$ cat src/rtl/rv_fetch_stage.sv
// rv_fetch_stage: RV32I instruction fetch stage and IF/ID pipeline register.
// Owns the fetch PC, drives a 1-cycle-latency synchronous instruction memory,
// and keeps a copy of the instruction in ID while the pipeline is stalled.
module rv_fetch_stage #(
  parameter logic [31:0] RESET_PC  = 32'h0000_0000,
  parameter logic [31:0] NOP_INSTR = 32'h0000_0013
) (
  input  logic        i_clk,
  input  logic        i_rst,
  input  logic        i_if_stall,
  input  logic        i_if_redirect,
  input  logic [31:0] i_if_redirect_pc,
  output logic [31:0] o_if_imem_addr,
  output logic        o_if_imem_re,
  input  logic [31:0] i_if_imem_rdata,
  output logic [31:0] o_if_pc_id,
  output logic [31:0] o_if_pc4_id,
  output logic [31:0] o_if_instr_id,
  output logic        o_if_valid_id,
  output logic        o_if_flush_idex
);

  localparam int unsigned XLEN = 32;
  localparam logic [XLEN-1:0] PC_STEP = XLEN'(4);
  localparam logic [XLEN-1:0] ALIGN_MASK = ~XLEN'(3);

  typedef enum logic [1:0] {
    S_RUN    = 2'd0,
    S_HOLD   = 2'd1,
    S_BUBBLE = 2'd2
  } state_t;

  state_t            r_state;
  state_t            w_state_nxt;
  logic [XLEN-1:0]   r_pc_q;
  logic [XLEN-1:0]   r_pc_id;
  logic              r_valid_id;
  logic [XLEN-1:0]   r_hold_instr;
  logic              r_hold_vld;

  logic              w_imem_re;
  logic              w_flush;
  logic              w_capture;
  logic              w_do_redirect;
  logic              w_do_advance;

  // State register
  always_ff @(posedge i_clk) begin
    if (i_rst) begin
      r_state <= S_RUN;
    end else begin
      r_state <= w_state_nxt;
    end
  end

  // Next-state: stall holds, redirect inserts a bubble, otherwise run
  always_comb begin
    w_state_nxt = r_state;
    if (i_if_stall) begin
      w_state_nxt = S_HOLD;
    end else if (i_if_redirect) begin
      w_state_nxt = S_BUBBLE;
    end else begin
      w_state_nxt = S_RUN;
    end
  end

  // Control decode: memory enable, ID/EX flush, hold capture, PC update kind
  always_comb begin
    w_imem_re     = 1'b1;
    w_flush       = 1'b0;
    w_capture     = 1'b0;
    w_do_redirect = 1'b0;
    w_do_advance  = 1'b0;
    if (i_rst) begin
      w_imem_re = 1'b1;
    end else if (i_if_stall) begin
      w_imem_re = 1'b0;
      // Only the first stall cycle sees fresh read data worth keeping
      w_capture = (r_state != S_HOLD);
    end else if (i_if_redirect) begin
      w_flush       = 1'b1;
      w_do_redirect = 1'b1;
    end else begin
      w_do_advance = 1'b1;
    end
  end

  // Fetch PC and IF/ID register
  always_ff @(posedge i_clk) begin
    if (i_rst) begin
      r_pc_q       <= RESET_PC;
      r_pc_id      <= '0;
      r_valid_id   <= 1'b0;
      r_hold_instr <= '0;
      r_hold_vld   <= 1'b0;
    end else if (i_if_stall) begin
      if (w_capture) begin
        r_hold_instr <= i_if_imem_rdata;
        r_hold_vld   <= 1'b1;
      end
    end else if (w_do_redirect) begin
      r_pc_q     <= i_if_redirect_pc & ALIGN_MASK;
      r_valid_id <= 1'b0;
      r_hold_vld <= 1'b0;
    end else if (w_do_advance) begin
      r_pc_id    <= r_pc_q;
      r_pc_q     <= r_pc_q + PC_STEP;
      r_valid_id <= 1'b1;
      r_hold_vld <= 1'b0;
    end
  end

  assign o_if_imem_addr  = r_pc_q;
  assign o_if_imem_re    = w_imem_re;
  assign o_if_pc_id      = r_pc_id;
  assign o_if_pc4_id     = r_pc_id + PC_STEP;
  assign o_if_valid_id   = r_valid_id;
  assign o_if_flush_idex = w_flush;
  // While held, memory output is stale; show the captured instruction instead
  assign o_if_instr_id   = !r_valid_id ? NOP_INSTR
                         : (r_hold_vld ? r_hold_instr : i_if_imem_rdata);

endmodule

$ cat config.mk
export PLATFORM = sky130hd
export DESIGN_NAME = rv_fetch_stage
export DESIGN_NICKNAME = d
export VERILOG_FILES = /design/src/rtl/rv_fetch_stage.sv
export SDC_FILE = /design/constraint.sdc
export NUM_CORES = 1
export LEC_CHECK = 0
export CAP_MARGIN = 25
export CORE_MARGIN = 2
export CORE_UTILIZATION = 46
export CTS_BUF_LIST = sky130_fd_sc_hd__clkbuf_8
export DETAILED_ROUTE_END_ITERATION = 10
export PLACE_DENSITY = 0.83
export SLEW_MARGIN = 15
export SYNTH_ARGS = -nofsm -noshare
export SYNTH_HDL_FRONTEND = slang
export SYNTH_SLANG_ARGS = --single-unit
$ cat constraint.sdc
create_clock -name i_clk -period 2.9 [get_ports i_clk]
set_clock_uncertainty 0.1 [all_clocks]
set_input_delay 0.435 -clock i_clk [delete_from_list [all_inputs] [get_ports i_clk]]
set_output_delay 0.435 -clock i_clk [all_outputs]
set_load 0.01 [all_outputs]
==> impl_metrics.py <==
metrics = {
    "global_routing": {
        "grt_pass1_wl_um": 26460,
        "overflow": 0,
        "grtUsageTotal_pct": 26.18,
        "grt_pass1_vias": 5222,
        "antenna_found_initial": 0,
        "grt_max_degree": 54,
    },
    "clock_network": {
        "clk_path_buf_depth": 2,
        "clock_insertion_delay_worst_skew_ns": 0.36,
        "numClockSinks": 96,
        "cts_tree": "built",
        "path_clk_slew_ns": 0.09,
        "cts_root_buf": "clkbuf_8",
        "htree_num_levels": 3,
        "cts_made_buffers": 9,
    },
    "critical_path": {
        "critPathBufInv": 1,
        "reg2regPathDepth": 5,
        "start_kind": "flop",
        "cpLargestDelayFamily": "simple AND/OR/NAND/NOR gates",
        "r2r-end": "o_if_imem_addr[24]",
        "path_max_fanout": 7,
        "endpoint_kind": "output port",
        "crit_path_top_delay_cell": "clkdlybuf4s50_1",
        "r2r_setup_slack_ns": 0.47,
        "worstPathArrival_ns": 2.29,
        "max_stage_delay_ns": 0.56,
        "critPathKind": "flop to output port",
        "path_cells": "and4_1 > and3_2 > and3_4 > nand3_1 > xnor2_1 > clkdlybuf4s50_1",
        "cp.required_ns": 2.37,
        "reg2reg_from": "o_if_imem_addr[10]",
    },
    "finish": {
        "antenna_cells": 0,
        "stdcell_count": 1003,
        "layout_commonest_cell": "clkdlybuf4s50_1",
        "fillCellCount": 867,
        "postLayoutCoreUtil_pct": 69.11,
        "drive_above_1_share_pct": 9.038,
        "syn_to_final_growth_pct": 44.81,
        "nets": 928,
        "layout_common_cells": "clkdlybuf4s50_1 (179), nand2_1 (148), dfxtp_1 (84), nand3_1 (55), o21ai_0 (45)",
    },
    "synthesis": {
        "synthFlopType": "dfxtp_1",
        "synthArstFlopShare_pct": 0,
        "synth_cells": 682,
        "yosys_warnings": 0,
        "yosys-mux-area-fraction_pct": 7.696,
        "synth_xor_area_share_pct": 5.203,
        "syn_area_um2": 5219,
        "avgSynthCellArea_um2": 7.652,
        "ys_seq_area_share_pct": 36.83,
        "synth_top_family_by_area": "simple AND/OR/NAND/NOR gates",
        "synth-edff-count": 0,
        "ys_types": 56,
        "synth-compound-area-share_pct": 14.48,
        "synth-adder-area-share_pct": 0.4795,
        "synth-simple-area-share_pct": 29.56,
        "ys_ff_latch": 96,
    },
    "sta": {
        "finalHoldViolCount": 0,
        "layout_setup_ws_ns": 0.07319,
        "rsz0062_at_grt": "false",
        "maxSlewHeadroom_pct": 36.26,
        "maxSlewViolCount": 0,
        "tns_ns": 0,
        "finalCritPeriodShare_pct": 97.48,
        "fmax_ghz": 0.3538,
        "period_needed_ns": 2.827,
        "worst_pin_slew_ns": 0.9548,
        "setup_violations": 0,
    },
    "detailed_routing": {
        "first_pass_iters": 5,
        "drc": 0,
        "vias_per_cell": 5.674,
        "wl_per_cell_um": 16.74,
        "drt-total-wl_um": 16790,
        "drt_iter0_drc": 559,
        "ant_nets": 0,
        "vias": 5691,
    },
    "placement": {
        "io_buffers": 190,
        "gp_congestion": 0.8708,
        "pre_cts_slack_ns": 0.2024,
        "dp_cells": 985,
        "hpwlAfterDp_um": 12180,
    },
    "floorplan": {
        "die_w_um": 110.5,
        "coreArea_um2": 10940,
        "rows": 38,
        "pin_count": 199,
        "die_area_um2": 12210,
        "die_h_um": 110.5,
        "start_util_pct": 47.72,
    },
    "pwr": {
        "p_per_area_nw_per_um2": 388.3,
        "cellLeakagePower_nw": 2.937,
        "max-vdd-ir-drop_mv": 0.2861,
    },
    "hold_path": {
        "hold_start": "r_hold_instr[17]",
        "hp-class": "flop to flop",
        "hold_depth": 2,
        "min_to": "r_hold_instr[17]",
    },
    "run": {
        "max-cap-violations": 0,
    },
    "run_status": {
        "status": "finished, final reports clean",
    },
}
-- where the power goes --
part	switching, mW	internal (mW)
Clock	0.468	0.445
Combinational	0.256	0.294
Sequential	0.0853	1.39
Total	0.810	2.12
-- sequential cells by signal (all words and copies together), names as in the netlist --
| name | count |
|---|---|
| r_hold_instr | 32 |
| o_if_imem_addr | 30 |
| o_if_pc_id | 30 |
| r_state | 2 |
| o_if_valid_id | 1 |
| r_hold_vld | 1 |
-- stage by stage --
step                      hold WS (ns)  power (mW)  area (um^2)
after global routing            0.3823       3.051         7557
after detailed placement        0.3478       2.047         7279
after floorplan                 0.3337       1.743         5238
after global placement          0.3403       2.025         7272
after CTS                       0.3610       2.935         7521
final                           0.3575       2.934         7557
-- cell families (layout without fill, tap and decap cells) --
kind of cell    count (synthesis)  in the layout
simple gates                  321            321
compound gates                122            122
flops                          96             96
buf+inv                        69            245
mux                            40             40
xor+xnor                       31             31
fa+ha+maj                       2              2
other cells                     1              6
-- cell usage after synthesis, types with 11 or more instances --
| master | number | area, um^2 |
|---|---|---|
| a21oi_1 | 25 | 125.1 |
| clkbuf_1 | 35 | 131.4 |
| dfxtp_1 | 96 | 1922 |
| mux2i_1 | 39 | 390.4 |
| nand2_1 | 148 | 555.5 |
| nand3_1 | 56 | 280.3 |
| nand4_1 | 14 | 87.58 |
| nor2_1 | 36 | 135.1 |
| nor2b_1 | 29 | 181.4 |
| o21ai_0 | 45 | 225.2 |
| xnor2_1 | 20 | 175.2 |
| xor2_1 | 11 | 96.34 |
-- routing by layer --
layer | GRT usage, % | wire length [um] | vias to the layer above
li1 | - | - | 2709
met5 | 0 | 0 | -
met2 | 42.54 | 8057 | 272
met1 | 33.86 | 6872 | 2655
met3 | 4.555 | 1166 | 55
met4 | 12.25 | 691 | 0
-- worst register-to-register path, cell delays in order (launching register included) --
cell	delay [ns]
dfxtp_1	0.52
and4_4	0.32
or4b_1	0.70
o311a_2	0.48
a21oi_1	0.12
a21oi_1	0.07
-- cell type report --
cell class                 count  area (um^2)  area share [%]
inverter                      13        48.80          0.6457
multi-input combinational    522         3077           40.71
tap                          140        175.2           2.318
sequential                    96         1939           25.66
timing repair buffer         216         2111           27.93
clock inverter                 5        55.05          0.7285
clock buffer                  11        151.4           2.003
-- worst max-delay path by stage --
stage,slack [ns],endpoint,start,cells after the start
after floorplan,0.62,o_if_imem_addr[24],o_if_imem_addr[2],7
after global placement,0.28,o_if_pc4_id[24],o_if_pc_id[2],7
after detailed placement,0.20,o_if_pc4_id[24],o_if_pc_id[3],7
after CTS,0.01,o_if_pc4_id[22],o_if_pc_id[2],7
after global routing,0.01,o_if_pc4_id[23],o_if_pc_id[7],6
final,0.07,o_if_pc4_id[23],o_if_pc_id[9],6
-- what timing repair did --
action	4_1_cts	5_1_grt
endpoints found under the setup margin	16	10
setup buffers	2	0
resized for setup	23	13
hold buffers	0	0
pin swaps	2	1
(Power assumes the default switching activity.)
